[config.mk]
export PLATFORM = sky130hd
export DESIGN_NAME = riscv_lsu
export DESIGN_NICKNAME = d
export VERILOG_FILES = /design/src/rtl/riscv_lsu_pkg.sv /design/src/rtl/riscv_lsu_align.sv /design/src/rtl/riscv_lsu.sv
export SDC_FILE = /design/constraint.sdc
export NUM_CORES = 1
export LEC_CHECK = 0
export ABC_AREA = 1
export ABC_CLOCK_PERIOD_IN_PS = 1580
export BUFFER_PORTS_ARGS = -buffer_cell sky130_fd_sc_hd__buf_2
export CORE_MARGIN = 4
export CORE_UTILIZATION = 50
export DETAILED_ROUTE_END_ITERATION = 16
export GPL_TIMING_DRIVEN = 0
export PLACE_DENSITY = 0.79
export SLEW_MARGIN = 20
export SYNTH_ARGS = -nofsm -noshare
export SYNTH_HDL_FRONTEND = slang
export SYNTH_HIERARCHICAL = 1
export SYNTH_SLANG_ARGS = --single-unit
[constraint.sdc]
create_clock -name clk -period 1.58 [get_ports clk]
set_input_delay 0.316 -clock clk [delete_from_list [all_inputs] [get_ports clk]]
set_output_delay 0.316 -clock clk [all_outputs]
set_load 0.01 [all_outputs]
[src/rtl/riscv_lsu_pkg.sv]
// Shared LSU definitions: memory-op codes, access sizes, FSM state encodings.
package riscv_lsu_pkg;

   localparam int MemOpBus    = 3;
   localparam int LsuStateBus = 2;

   typedef enum logic [MemOpBus-1:0] {
      MEMOP_B  = 3'b000,
      MEMOP_H  = 3'b001,
      MEMOP_W  = 3'b010,
      MEMOP_BU = 3'b100,
      MEMOP_HU = 3'b101
   } memop_e;

   typedef enum logic [1:0] {
      SZ_B = 2'd0,
      SZ_H = 2'd1,
      SZ_W = 2'd2
   } size_e;

   typedef enum logic [LsuStateBus-1:0] {
      LSU_IDLE = 2'd0,
      LSU_BUSY = 2'd1,
      LSU_RESP = 2'd2
   } lsu_state_e;

   // Unlisted op codes behave as word accesses.
   function automatic size_e memop_size(input logic [MemOpBus-1:0] op);
      case (op)
         MEMOP_B, MEMOP_BU: memop_size = SZ_B;
         MEMOP_H, MEMOP_HU: memop_size = SZ_H;
         default:           memop_size = SZ_W;
      endcase
   endfunction

endpackage

[src/rtl/riscv_lsu_align.sv]
// Combinational LSU lane logic: byte enables, store replication, misalign detect
// on the request side; lane extract and sign/zero extension on the response side.
module riscv_lsu_align
   import riscv_lsu_pkg::*;
(
   input  logic [MemOpBus-1:0] req_memop,
   input  logic [1:0]          req_off,
   input  logic [31:0]         wdata,
   output logic [3:0]          be,
   output logic [31:0]         wdata_rep,
   output logic                misalign,
   input  logic [MemOpBus-1:0] rsp_memop,
   input  logic [1:0]          rsp_off,
   input  logic [31:0]         rdata,
   output logic [31:0]         rdata_ext
);

   logic [31:0] lane;

   always_comb begin
      be        = 4'hF;
      wdata_rep = wdata;
      misalign  = 1'b0;
      case (memop_size(req_memop))
         SZ_B: begin
            be        = 4'b0001 << req_off;
            wdata_rep = {4{wdata[7:0]}};
         end
         SZ_H: begin
            be        = 4'b0011 << req_off;
            wdata_rep = {2{wdata[15:0]}};
            misalign  = req_off[0];
         end
         default: begin
            be        = 4'hF;
            misalign  = |req_off;
         end
      endcase
   end

   // Shift the addressed lane down to bit 0 before extending.
   assign lane = rdata >> {rsp_off, 3'b000};

   always_comb begin
      rdata_ext = rdata;
      case (rsp_memop)
         MEMOP_B:  rdata_ext = {{24{lane[7]}}, lane[7:0]};
         MEMOP_BU: rdata_ext = {24'h0, lane[7:0]};
         MEMOP_H:  rdata_ext = {{16{lane[15]}}, lane[15:0]};
         MEMOP_HU: rdata_ext = {16'h0, lane[15:0]};
         default:  rdata_ext = rdata;
      endcase
   end

endmodule

[src/rtl/riscv_lsu.sv]
// MEM-stage load/store unit: IDLE->BUSY->RESP, 3 cycles with a zero-wait bus, +1 per wait state.
// Stalls the pipeline from accept until ack; RISCV_LSU_TIMEOUT_EN aborts BUSY after TIMEOUT cycles.
module riscv_lsu
   import riscv_lsu_pkg::*;
#(
   parameter int ADDR_W  = 32,
   parameter int DATA_W  = 32,
   parameter int TIMEOUT = 16
) (
   input  logic                clk,
   input  logic                rst,
   input  logic                req_valid_i,
   input  logic                req_we_i,
   input  logic [MemOpBus-1:0] req_memop_i,
   input  logic [ADDR_W-1:0]   req_addr_i,
   input  logic [DATA_W-1:0]   req_wdata_i,
   output logic                stall_o,
   output logic [DATA_W-1:0]   rdata_o,
   output logic                rdata_valid_o,
   output logic                misalign_o,
   output logic                bus_err_o,
   output logic                bus_req_o,
   output logic                bus_we_o,
   output logic [3:0]          bus_be_o,
   output logic [ADDR_W-1:0]   bus_addr_o,
   output logic [DATA_W-1:0]   bus_wdata_o,
   input  logic                bus_ack_i,
   input  logic [DATA_W-1:0]   bus_rdata_i
);

   lsu_state_e          state_q, state_d;
   logic [ADDR_W-1:0]   addr_q;
   logic [3:0]          be_q;
   logic [DATA_W-1:0]   wdata_q;
   logic [MemOpBus-1:0] memop_q;
   logic                we_q;

   logic                accept, done, timeout, tmo_hit;
   logic [3:0]          be_c;
   logic [DATA_W-1:0]   wdata_c, rdata_c;
   logic                misalign_c;

   riscv_lsu_align u_align (
      .req_memop (req_memop_i),
      .req_off   (req_addr_i[1:0]),
      .wdata     (req_wdata_i),
      .be        (be_c),
      .wdata_rep (wdata_c),
      .misalign  (misalign_c),
      .rsp_memop (memop_q),
      .rsp_off   (addr_q[1:0]),
      .rdata     (bus_rdata_i),
      .rdata_ext (rdata_c)
   );

   always_ff @(posedge clk) begin
      if (rst) state_q <= LSU_IDLE;
      else     state_q <= state_d;
   end

   always_comb begin
      state_d = state_q;
      stall_o = 1'b0;
      accept  = 1'b0;
      done    = 1'b0;
      timeout = 1'b0;
      case (state_q)
         LSU_IDLE: begin
            if (req_valid_i && !misalign_c) begin
               accept  = 1'b1;
               stall_o = 1'b1;
               state_d = LSU_BUSY;
            end
         end
         LSU_BUSY: begin
            stall_o = 1'b1;
            if (bus_ack_i) begin
               done    = 1'b1;
               state_d = LSU_RESP;
            end else if (tmo_hit) begin
               timeout = 1'b1;
               state_d = LSU_RESP;
            end
         end
         LSU_RESP: state_d = LSU_IDLE;
         default:  state_d = LSU_IDLE;
      endcase
   end

   always_ff @(posedge clk) begin
      if (rst) begin
         addr_q        <= '0;
         be_q          <= '0;
         wdata_q       <= '0;
         memop_q       <= '0;
         we_q          <= 1'b0;
         rdata_o       <= '0;
         rdata_valid_o <= 1'b0;
         misalign_o    <= 1'b0;
      end else begin
         misalign_o    <= (state_q == LSU_IDLE) && req_valid_i && misalign_c;
         rdata_valid_o <= done && !we_q;
         if (accept) begin
            addr_q  <= req_addr_i;
            be_q    <= be_c;
            wdata_q <= wdata_c;
            memop_q <= req_memop_i;
            we_q    <= req_we_i;
         end
         if (done && !we_q) rdata_o <= rdata_c;
         else if (timeout)  rdata_o <= '0;
      end
   end

`ifdef RISCV_LSU_TIMEOUT_EN
   localparam int CntW = $clog2(TIMEOUT + 1);
   logic [CntW-1:0] tmo_cnt_q;

   // An ack in the final counted cycle takes priority via the FSM ordering.
   assign tmo_hit = (tmo_cnt_q == CntW'(TIMEOUT - 1));

   always_ff @(posedge clk) begin
      if (rst) begin
         tmo_cnt_q <= '0;
         bus_err_o <= 1'b0;
      end else begin
         bus_err_o <= timeout;
         if (accept)
            tmo_cnt_q <= '0;
         else if (state_q == LSU_BUSY && !bus_ack_i)
            tmo_cnt_q <= tmo_cnt_q + CntW'(1);
      end
   end
`else
   assign tmo_hit   = 1'b0;
   assign bus_err_o = 1'b0;
`endif

   assign bus_req_o   = (state_q == LSU_BUSY);
   assign bus_we_o    = we_q;
   assign bus_be_o    = be_q;
   assign bus_addr_o  = {addr_q[ADDR_W-1:2], 2'b00};
   assign bus_wdata_o = wdata_q;

endmodule

After elaboration in Yosys (flattened, before gate mapping)
Index checks and enable logic that the tools add are counted.
- input port bits: 104
- register bits after elaboration: 108
- logic and storage cells: 50
- shift operators: 3
- reductions and logical operators: 14
- eq/ne operators: 10
- mux-type cells: 14
- operators by type and width (kind ; number):
    $pmux 32 s4 ; 1
    $pmux 32 s2 ; 1
    $mux 32 ; 1
    $shr 32x5->16 ; 1
    $eq 3x3->1 const B ; 4
    $pmux 2 s2 ; 2
    $pmux 4 s2 ; 1
    $eq 3x1->1 const B ; 2
    $logic_not 3->1 ; 2
    $reduce_or 2->1 ; 3
    $eq 2x1->1 const B ; 2
    $logic_and 1x1->1 ; 4
    $logic_not 2->1 ; 2
    $mux 1 ; 4
    $mux 2 ; 2
    $pmux 1 s2 ; 2
    $shl 1x2->4 const A ; 1
    $shl 2x2->4 const A ; 1
    $logic_not 1->1 ; 2
    $ne 2x1->1 const B ; 1
    $ne 2x2->1 const B ; 1
    $reduce_and 2->1 ; 1

Longest topological paths before layout
Gate-level depths: netlist (run 1).
- depth in word-level cells: 9
- gate-level depth with buffers: 11
- mapped depth without buffers: 10

By module
Netlist (run 1), hierarchy kept.
- by module, submodules not included (module ; instances ; seq. area each (um^2) ; cells an instance ; area each (um^2)):
    riscv_lsu ; 1 ; 2162.1 ; 577 ; 4335.4
    riscv_lsu_align ; 1 ; 0.0 ; 288 ; 1318.8

Least setup slack after synthesis (run 1)
Ideal clock, no wire load.
- kind: input -> output
- start: input port req_memop_i[1]
- end: output port stall_o
- buffers on the path: 2
- required time: 1.264 ns
- stages on the path: 7
- path slack: -0.015 ns
- arrival: 1.279 ns
- cells stage by stage: clkbuf_1 -> a21oi_1 -> nor2_1 -> nor2_1 -> nand2_2 -> clkbuf_1 -> o21ai_0
- word-level cells in the longest chain between the ends: 9
- RTL lines (what ; line ; RTL):
    from (decl) ; riscv_lsu.sv:14 ; input logic [MemOpBus-1:0] req_memop_i,
    $eq 3x1->1, or another cell as far along ; riscv_lsu_pkg.sv:29 ; case (op)
    $reduce_or 2->1 ; riscv_lsu_pkg.sv:29 ;
    $pmux 2 s2 * ; riscv_lsu_pkg.sv:29 ;
    $eq 2x1->1 / $logic_not 2->1 (equally long branches) ; riscv_lsu_align.sv:24 ; case (memop_size(req_memop))
    $pmux 1 s2 * ; riscv_lsu_align.sv:24 ;
    named net misalign_c ; riscv_lsu.sv:41 ; logic misalign_c;
    $logic_not 1->1 * ; riscv_lsu.sv:69 ; if (req_valid_i && !misalign_c) begin
    $logic_and 1x1->1 * ; riscv_lsu.sv:69 ;
    $mux 1 * ; riscv_lsu.sv:69 ;
    $pmux 1 s2 * ; riscv_lsu.sv:67 ; case (state_q)
    to (decl) ; riscv_lsu.sv:17 ; output logic stall_o,
Mark *: on every way through the listed nets, which the timed path passes. The rest lies on a longest branch.

Worst setup path in the final report (run 1)
- start: register state_q[1]
- end: output port stall_o
- word-level cells in the longest chain between the ends: 2
- RTL lines (what ; line ; RTL):
    from (decl) ; riscv_lsu.sv:31 ; lsu_state_e state_q, state_d;
    from (signal assigned) ; riscv_lsu.sv:58 ; else state_q <= state_d;
    $eq 2x1->1 / $logic_not 2->1 (equally long branches) ; riscv_lsu.sv:67 ;
    $pmux 1 s2 * ; riscv_lsu.sv:67 ;
Every way passes the cells marked *; elsewhere a longest branch is shown, timed or not.

==> results of run 1 <==
power groups by stage:
| stage | clock (mW) | sequential (mW) | combinational (mW) |
|---|---|---|---|
| floorplan | 0 | 3.14 | 1.06 |
| global placement | 0 | 3.08 | 1.68 |
| detailed placement | 0 | 3.09 | 1.70 |
| CTS | 2.18 | 3.03 | 1.72 |
| global route | 2.30 | 3.06 | 2.02 |
| finish | 2.14 | 3.03 | 1.80 |
timing repair:
action	CTS	global route
setup endpoints to repair	20	33
resized for setup	12	38
pin swaps	3	8
cloned	0	2
setup buffers	2	9
worst max path at each step:
stage                     endpoint  slack [ns]
after global routing       stall_o       -0.03
after CTS                  stall_o       -0.09
after global placement     stall_o       -0.50
after floorplan            stall_o        0.08
after detailed placement   stall_o       -0.48
final                      stall_o        0.04
sequential cells by signal (all words and copies together), names as in the netlist:
| register | flops |
|---|---|
| rdata_o | 32 |
| misalign_o | 1 |
| addr_q | 32 |
| memop_q | 3 |
| bus_we_o | 1 |
| rdata_valid_o | 1 |
| bus_be_o | 4 |
| bus_wdata_o | 32 |
| state_q | 2 |
cell type report:
cell class / count / area [um^2]
buffer: 94 / 672
clock buffer: 9 / 225
clock inverter: 6 / 61.3
fill: 1062 / 3570
inverter: 66 / 253
multi-input combinational: 598 / 2680
sequential: 108 / 2170
tap: 140 / 175
timing repair buffer: 218 / 1130
through the flow:
step	setup TNS [ns]	worst slack, ns	cells	utilization
after floorplan	0	0.0770	867	-
after global placement	-14.67	-0.500	1212	0.628
after detailed placement	-15.48	-0.481	1212	0.628
after CTS	-0.0906	-0.0906	1228	0.658
after global routing	-0.0261	-0.0252	1239	0.674
final	0	0.0384	1239	0.674
kinds of logic after synthesis:
kind of cell    synth area share
compound gates             0.104
other cells             0.000663
buf+inv                    0.157
simple gates               0.356
flops                      0.382
synth_stat cells (9+ instances only):
cell type and instances:
nor2_1 224, nand2_1 171, dfxtp_1 108, o21ai_0 93, inv_1 62, buf_4 53
nand3_1 38, nand4_1 32, clkbuf_1 20, o21ai_1 15, buf_2 10, buf_6 9
cell usage in the layout (no fill, tap or decap), types with 4 or more instances in the layout:
cell type    n
nand2_4      4
buf_6       14
dfxtp_1    103
o21ai_2      4
nand3_2      5
clkbuf_1    18
nor2_4       6
buf_2      211
buf_4       64
nor2_1     220
nand4_1     32
o21ai_1     17
nand2_1    170
clkbuf_16    9
o21ai_0     87
inv_1       61
o211ai_1     4
nand3_1     37
metal layers:
layer  global-route usage  vias up  wire length, um
li1                     -     3146                -
met1                0.295     2570             6510
met2                0.397      272             7590
met3               0.0455       36             1560
met4               0.0855        0              420
met5                    0        -                0
==> flow_summary.toml, run 1 <==
[outcome]
status = "completed"

[cts]
cts_sinks = 108
clk_latency_ns = 0.35
numCtsBuffers = 9
cts_tree = "yes"
h-tree-depth = 3
clk_path_buf_depth = 2
clk_pin_slew_ns = 0.07
hold_buffers = 0
root_buffer = "clkbuf_16"

[setup_path]
cp-end-kind = "output port"
critPathLaunch = "state_q[1]"
crit_buf_inv = 2
startpoint_type = "register"
r2r_slack_ns = 0.09
arrival_ns = 1.23
cp.depth = 5
timing.critical_path.required_ns = 1.26
rr_endpoint = "rdata_o[17]"
cp_max_fo = 10
critical_path_class = "reg -> out"
critPathMaxStageDelay_ns = 0.37
slowest_stage = "dfxtp_4"
r2r_start = "addr_q[1]"
r2r_cells = 11
cp_cell_sequence = "nor2_4 > nand2_4 > buf_6 > o21ai_2 > buf_2"
crit_family = "flip-flops"

[synth]
synth_area_leaders = "dfxtp_1 (38%), nor2_1 (15%), nand2_1 (11%)"
synth_area_leader_cell = "dfxtp_1"
syn_inst = 865
async_flop_share = 0
synth_top_area_share = 0.382
synth_area_um2 = 5650
ys_seq_elements = 108
ys_warn_count = 6
ys.flop_type = "dfxtp_1"
avgSynthCellArea_um2 = 6.54
synth-seq-area-share = 0.382
synth.distinct_cells = 27
synth_edf_count = 0

[detailed_routing]
wl_per_cell_um = 13.0
vias_per_cell = 4.86
dr.first_iter.drc_count = 411
drc = 0
dr.pass1.iters = 5
ant_nets = 0
drt_wl_total_mm = 16.1
vias = 6024

[floorplan]
die_area_um2 = 13100
num_rows = 38
coreArea_um2 = 10900
io_pins = 210
fp.dieW_um = 114
floorplan.initialDensity = 0.517
die_y_um = 114

[power]
power_density_nw_per_um2 = 946
p_leak_nw = 3.88
combPwrFrac = 0.258
pwr-share-seq = 0.435
swShare = 0.312
clockPowerShare = 0.307
total_power_mw = 6.97
p_sw_mw = 2.18
peakVddDrop_v = 0.000548
internal_power_mw = 4.79

[place]
routabilityCongestion = 0.924
io_buffers = 205
hpwl_mm = 12.5
placed_area_um2 = 6860

[sta]
max_freq_mhz = 649
maxSlewViolCount = 0
finalHoldViolCount = 0
skew_ns = 0.00939
whs_ns = 0.206
rsz0062_at_grt = "true"
min_period_ns = 1.54
final.period_utilization = 0.976
setup_viol = 0

[global_routing]
grt_pass1_wl_mm = 24.7
overflow = 0
antenna_found_initial = 0
grt_pass1_vias = 5247
grt_max_degree = 20
grt.total_usage = 0.234

[cells_and_area]
final_area_um2 = 7370
area_growth_pct = 30.3
nNetsFinal = 1199
drive_gt1_frac = 0.312
diodes = 0

[min_path]
holdPathStages = 2
hp-class = "in -> reg"
min_to = "state_q[0]"
hold_start = "rst"

[flow_run]
drv_cap = 0
(Power assumes the default switching activity.)
==> inputs of run 2 (changes only) <==
Settings changed: PLACE_DENSITY 0.79 to 0.83.
==> flow_summary.toml, run 2 (synthesis results as in run 1) <==
[setup_path]
cp-end-kind = "output port"
critPathMaxStageDelay_ns = 0.19
slowest_stage = "a21oi_4"
timing.critical_path.required_ns = 1.26
r2r_cells = 7
crit_buf_inv = 3
crit_family = "buffers and inverters"
rr_endpoint = "bus_wdata_o[15]"
critical_path_class = "in -> out"
r2r_start = "state_q[0]"
r2r_slack_ns = 0.08
cp_max_fo = 9
startpoint_type = "primary input"
arrival_ns = 1.23
cp_cell_sequence = "buf_4 > a21oi_4 > nor2_4 > nor2_2 > nand2_2 > buf_8 > o21ai_2 > buf_2"

[floorplan]
coreArea_um2 = 10900
io_pins = 210
die_area_um2 = 13100
die_y_um = 114
num_rows = 38
fp.dieW_um = 114
floorplan.initialDensity = 0.517

[cells_and_area]
area_growth_pct = 31.4
drive_gt1_frac = 0.313
layout_commonest_cell = "nor2_1"
diodes = 0
fill_cells = 991
nNetsFinal = 1201
layout_common_cells = "nor2_1 (218), buf_2 (210), nand2_1 (170), dfxtp_1 (104), o21ai_0 (87)"
post-route-util = 0.680
final_area_um2 = 7430

[cts]
hold_buffers = 0
clk_pin_slew_ns = 0.07
clk_path_buf_depth = 2
h-tree-depth = 3
root_buffer = "clkbuf_16"
cts_sinks = 108
clk_latency_ns = 0.35
numCtsBuffers = 9
cts_tree = "yes"

[place]
hpwl_mm = 12.8
placed_area_um2 = 6860
routabilityCongestion = 0.928
io_buffers = 205

[sta]
setup_viol = 0
min_period_ns = 1.55
final.period_utilization = 0.980
maxSlewViolCount = 0
skew_ns = 0.00761
rsz0062_at_grt = "true"
finalHoldViolCount = 0
max_freq_mhz = 646
whs_ns = 0.199

[global_routing]
grt_max_degree = 19
antenna_found_initial = 0
grt_pass1_wl_mm = 26.4
overflow = 0
grt_pass1_vias = 5670
grt.total_usage = 0.250

[min_path]
hp-class = "in -> reg"
hold_start = "req_addr_i[15]"
holdPathStages = 3
min_to = "addr_q[15]"

[detailed_routing]
vias = 6166
dr.first_iter.drc_count = 371
ant_nets = 0
vias_per_cell = 4.96
drc = 0
drt_wl_total_mm = 16.9
dr.pass1.iters = 5
wl_per_cell_um = 13.6

[flow_run]
drv_cap = 0

[outcome]
status = "completed"

[power]
internal_power_mw = 5.16
p_sw_mw = 2.19
peakVddDrop_v = 0.000803
total_power_mw = 7.35
pwr-share-seq = 0.413
swShare = 0.298
combPwrFrac = 0.249
clockPowerShare = 0.338
power_density_nw_per_um2 = 989
p_leak_nw = 3.91
run 2: changes by cell type in the layout (fill, tap and decap cells not counted), moves of 2 or more:
cell       delta
o21ai_1       +2
dfxtp_2       -2
buf_4         +2
clkinv_4      -3
nor2_2        +2
bufinv_16     +2
nand2_4       -2
inv_6         +3
nor2_1        -2
nand2_2       +2
o21ai_2       -2
run 2: final cells by class:
class / instances / area, um^2 / area share
multi-input cells: 598 / 2670 / 0.359
flip-flops and latches: 108 / 2170 / 0.293
repair buffers: 220 / 1150 / 0.154
plain buffers: 94 / 677 / 0.0911
inverters: 66 / 255 / 0.0343
clock buffers: 10 / 239 / 0.0322
well taps: 140 / 175 / 0.0236
clock inverters: 6 / 92.6 / 0.0125
run 2: what timing repair did:
item,in CTS,in global routing
pin swaps,5,6
endpoints found under the setup margin,15,33
gates resized for setup,19,37
gates cloned,0,2
setup buffers,6,7
run 2: worst max path at each step:
stage / from / end / slack (ns) / depth (start not counted)
floorplan: req_memop_i[1] / stall_o / 0.08 / 7
global placement: req_memop_i[1] / stall_o / -0.53 / 9
detailed placement: req_memop_i[1] / stall_o / -0.54 / 9
CTS: req_memop_i[1] / stall_o / 0.0005 / 9
global route: memop_q[1] / rdata_o[11] / -0.06 / 11
finish: req_memop_i[0] / stall_o / 0.03 / 8
run 2: through the flow:
stage / setup WS [ns] / setup TNS [ns] / instances
3_5_place_dp: -0.536 / -16.70 / 1212
4_1_cts: 0.000496 / 0 / 1234
6_report: 0.0321 / 0 / 1242
2_1_floorplan: 0.0770 / 0 / 867
5_1_grt: -0.0618 / -0.146 / 1242
3_3_place_gp: -0.529 / -15.01 / 1212
run 2: tightest hold or removal path, stage by stage:
cell,delay (ns)
buf_2,0.07
o21ai_1,0.05
nor2_1,0.07
run 2: power groups by stage:
stage / sequential [mW] / clock (mW) / combinational (mW)
5_1_grt: 3.06 / 2.64 / 2.06
4_1_cts: 3.03 / 2.51 / 1.75
2_1_floorplan: 3.14 / 0 / 1.06
3_3_place_gp: 3.08 / 0 / 1.68
6_report: 3.03 / 2.48 / 1.83
3_5_place_dp: 3.09 / 0 / 1.71
run 2: metal layers:
| layer | routed length [um] | part of all wire | vias to the layer above | global-route usage |
|---|---|---|---|---|
| li1 | - | - | 3146 | - |
| met3 | 1680 | 0.099 | 28 | 0.0624 |
| met4 | 382 | 0.023 | 0 | 0.0816 |
| met5 | 0 | 0 | - | 0 |
| met2 | 8360 | 0.49 | 284 | 0.445 |
| met1 | 6500 | 0.38 | 2708 | 0.291 |
==> inputs of run 3 (changes only) <==
Settings changed: ABC_CLOCK_PERIOD_IN_PS 1580 to 1700, CORE_MARGIN 4 to not set, CTS_CLUSTER_DIAMETER set to 200.
Clock period 1.58 ns to 1.7 ns, I/O delays scaled along.
==> flow_summary.toml, run 3 (synthesis results as in run 1) <==
[outcome]
status = "completed"

[sta]
setup_viol = 0
finalHoldViolCount = 0
final.period_utilization = 0.960
whs_ns = 0.230
fin_setup_tns_ns = 0
min_period_ns = 1.63
skew_ns = 0.00717
timing.final.ws_setup_ns = 0.0677
max_freq_mhz = 613
maxSlewViolCount = 0

[min_path]
hold_start = "req_addr_i[20]"
min_to = "addr_q[20]"
holdPathStages = 3
hp-class = "in -> reg"

[setup_path]
r2r_slack_ns = 0.12
rr_endpoint = "rdata_o[13]"
r2r_cells = 11
cp_max_fo = 10
critical_path_class = "reg -> out"
arrival_ns = 1.29
timing.critical_path.required_ns = 1.36
r2r_start = "memop_q[1]"
startpoint_type = "register"
cp-end-kind = "output port"

[cells_and_area]
multi_input_area_um2 = 2650
fill_cells = 1067
diodes = 0
area_growth_pct = 28.5
final_cells = 1229
layout_commonest_cell = "nor2_1"
final_area_um2 = 7260
layout_common_cells = "nor2_1 (221), buf_2 (211), nand2_1 (171), dfxtp_1 (105), o21ai_0 (93)"
nNetsFinal = 1189
regArea_um2 = 2170
drive_gt1_frac = 0.297
post-route-util = 0.664

[global_routing]
antenna_found_initial = 0
grt_pass1_vias = 5303
grt_max_degree = 19
overflow = 0
grt_pass1_wl_mm = 24.8
grt.total_usage = 0.270

[place]
hpwl_mm = 12.1
dp.cells = 1212
place_ws_ns = -0.603
placed_area_um2 = 6860
routabilityCongestion = 0.916
io_buffers = 205

[cts]
cts_tree = "yes"
cts_sinks = 108
root_buffer = "clkbuf_16"
clk_path_buf_depth = 2
clk_latency_ns = 0.35
clk_pin_slew_ns = 0.07
numCtsBuffers = 9
h-tree-depth = 3
hold_buffers = 0

[floorplan]
die_area_um2 = 11700
die_y_um = 108
coreArea_um2 = 10900
floorplan.initialDensity = 0.517
fp.dieW_um = 108
num_rows = 38
io_pins = 210

[power]
p_leak_nw = 3.83
peakVddDrop_v = 0.000718
total_power_mw = 6.69
power_density_nw_per_um2 = 922

[detailed_routing]
wl_per_cell_um = 12.8
drt_wl_total_mm = 15.8
vias = 6009
ant_nets = 0
drc = 0
dr.pass1.iters = 5
vias_per_cell = 4.89
dr.first_iter.drc_count = 369

[flow_run]
drv_cap = 0
-- run 3: cell types whose count changed in the layout (fill, tap and decap cells not counted), moves of 3 or more --
| cell | before | now |
|---|---|---|
| o21ai_1 | 19 | 15 |
| buf_4 | 66 | 58 |
| o21ai_0 | 87 | 93 |
| buf_6 | 14 | 10 |
| dfxtp_4 | 3 | 0 |
| nor2_1 | 218 | 221 |
-- run 3: power breakdown --
part / total [mW] / switching (mW) / internal [mW]
logic: 1.62 / 0.938 / 0.684
registers: 2.82 / 0.101 / 2.71
clock network: 2.26 / 0.956 / 1.30
total: 6.69 / 1.99 / 4.70
-- run 3: worst max-delay path, stage by stage, from the launching register on --
cell and delay [ns]:
dfxtp_2 0.37, inv_1 0.09, nor2_4 0.15, buf_4 0.19, buf_2 0.15
-- run 3: layout make-up --
cell class              count  share of cell area
plain buffers              94              0.0890
multi-input cells         598               0.364
clock inverters             6              0.0133
repair buffers            208               0.146
inverters                  66              0.0341
clock buffers               9              0.0310
well taps                 140              0.0241
flip-flops and latches    108               0.298
-- run 3: repair_timing --
action                                  4_1_cts  5_1_grt
buffers inserted                              1        2
endpoints found under the hold margin         0        0
gates resized for setup                      10       14
endpoints found under the setup margin        3       19
cloned                                        0        0
pin swaps                                     1        4
-- run 3: routing by layer --
metal,part of all wire,vias to the layer above,global-route usage,routed length (um)
met5,0,-,0,0
met4,0.021,0,0.0927,328
met3,0.083,28,0.0645,1310
met2,0.48,265,0.474,7540
met1,0.42,2599,0.321,6580
li1,-,3117,-,-
-- run 3: how the worst max path moves through the flow --
stage | end | from | depth (start not counted) | slack [ns]
3_3_place_gp | stall_o | req_memop_i[1] | 9 | -0.60
3_5_place_dp | stall_o | req_memop_i[1] | 9 | -0.60
6_report | bus_req_o | state_q[0] | 4 | 0.07
4_1_cts | stall_o | req_memop_i[1] | 9 | -0.03
2_1_floorplan | stall_o | req_memop_i[1] | 7 | 0.06
5_1_grt | bus_req_o | state_q[0] | 4 | -0.007
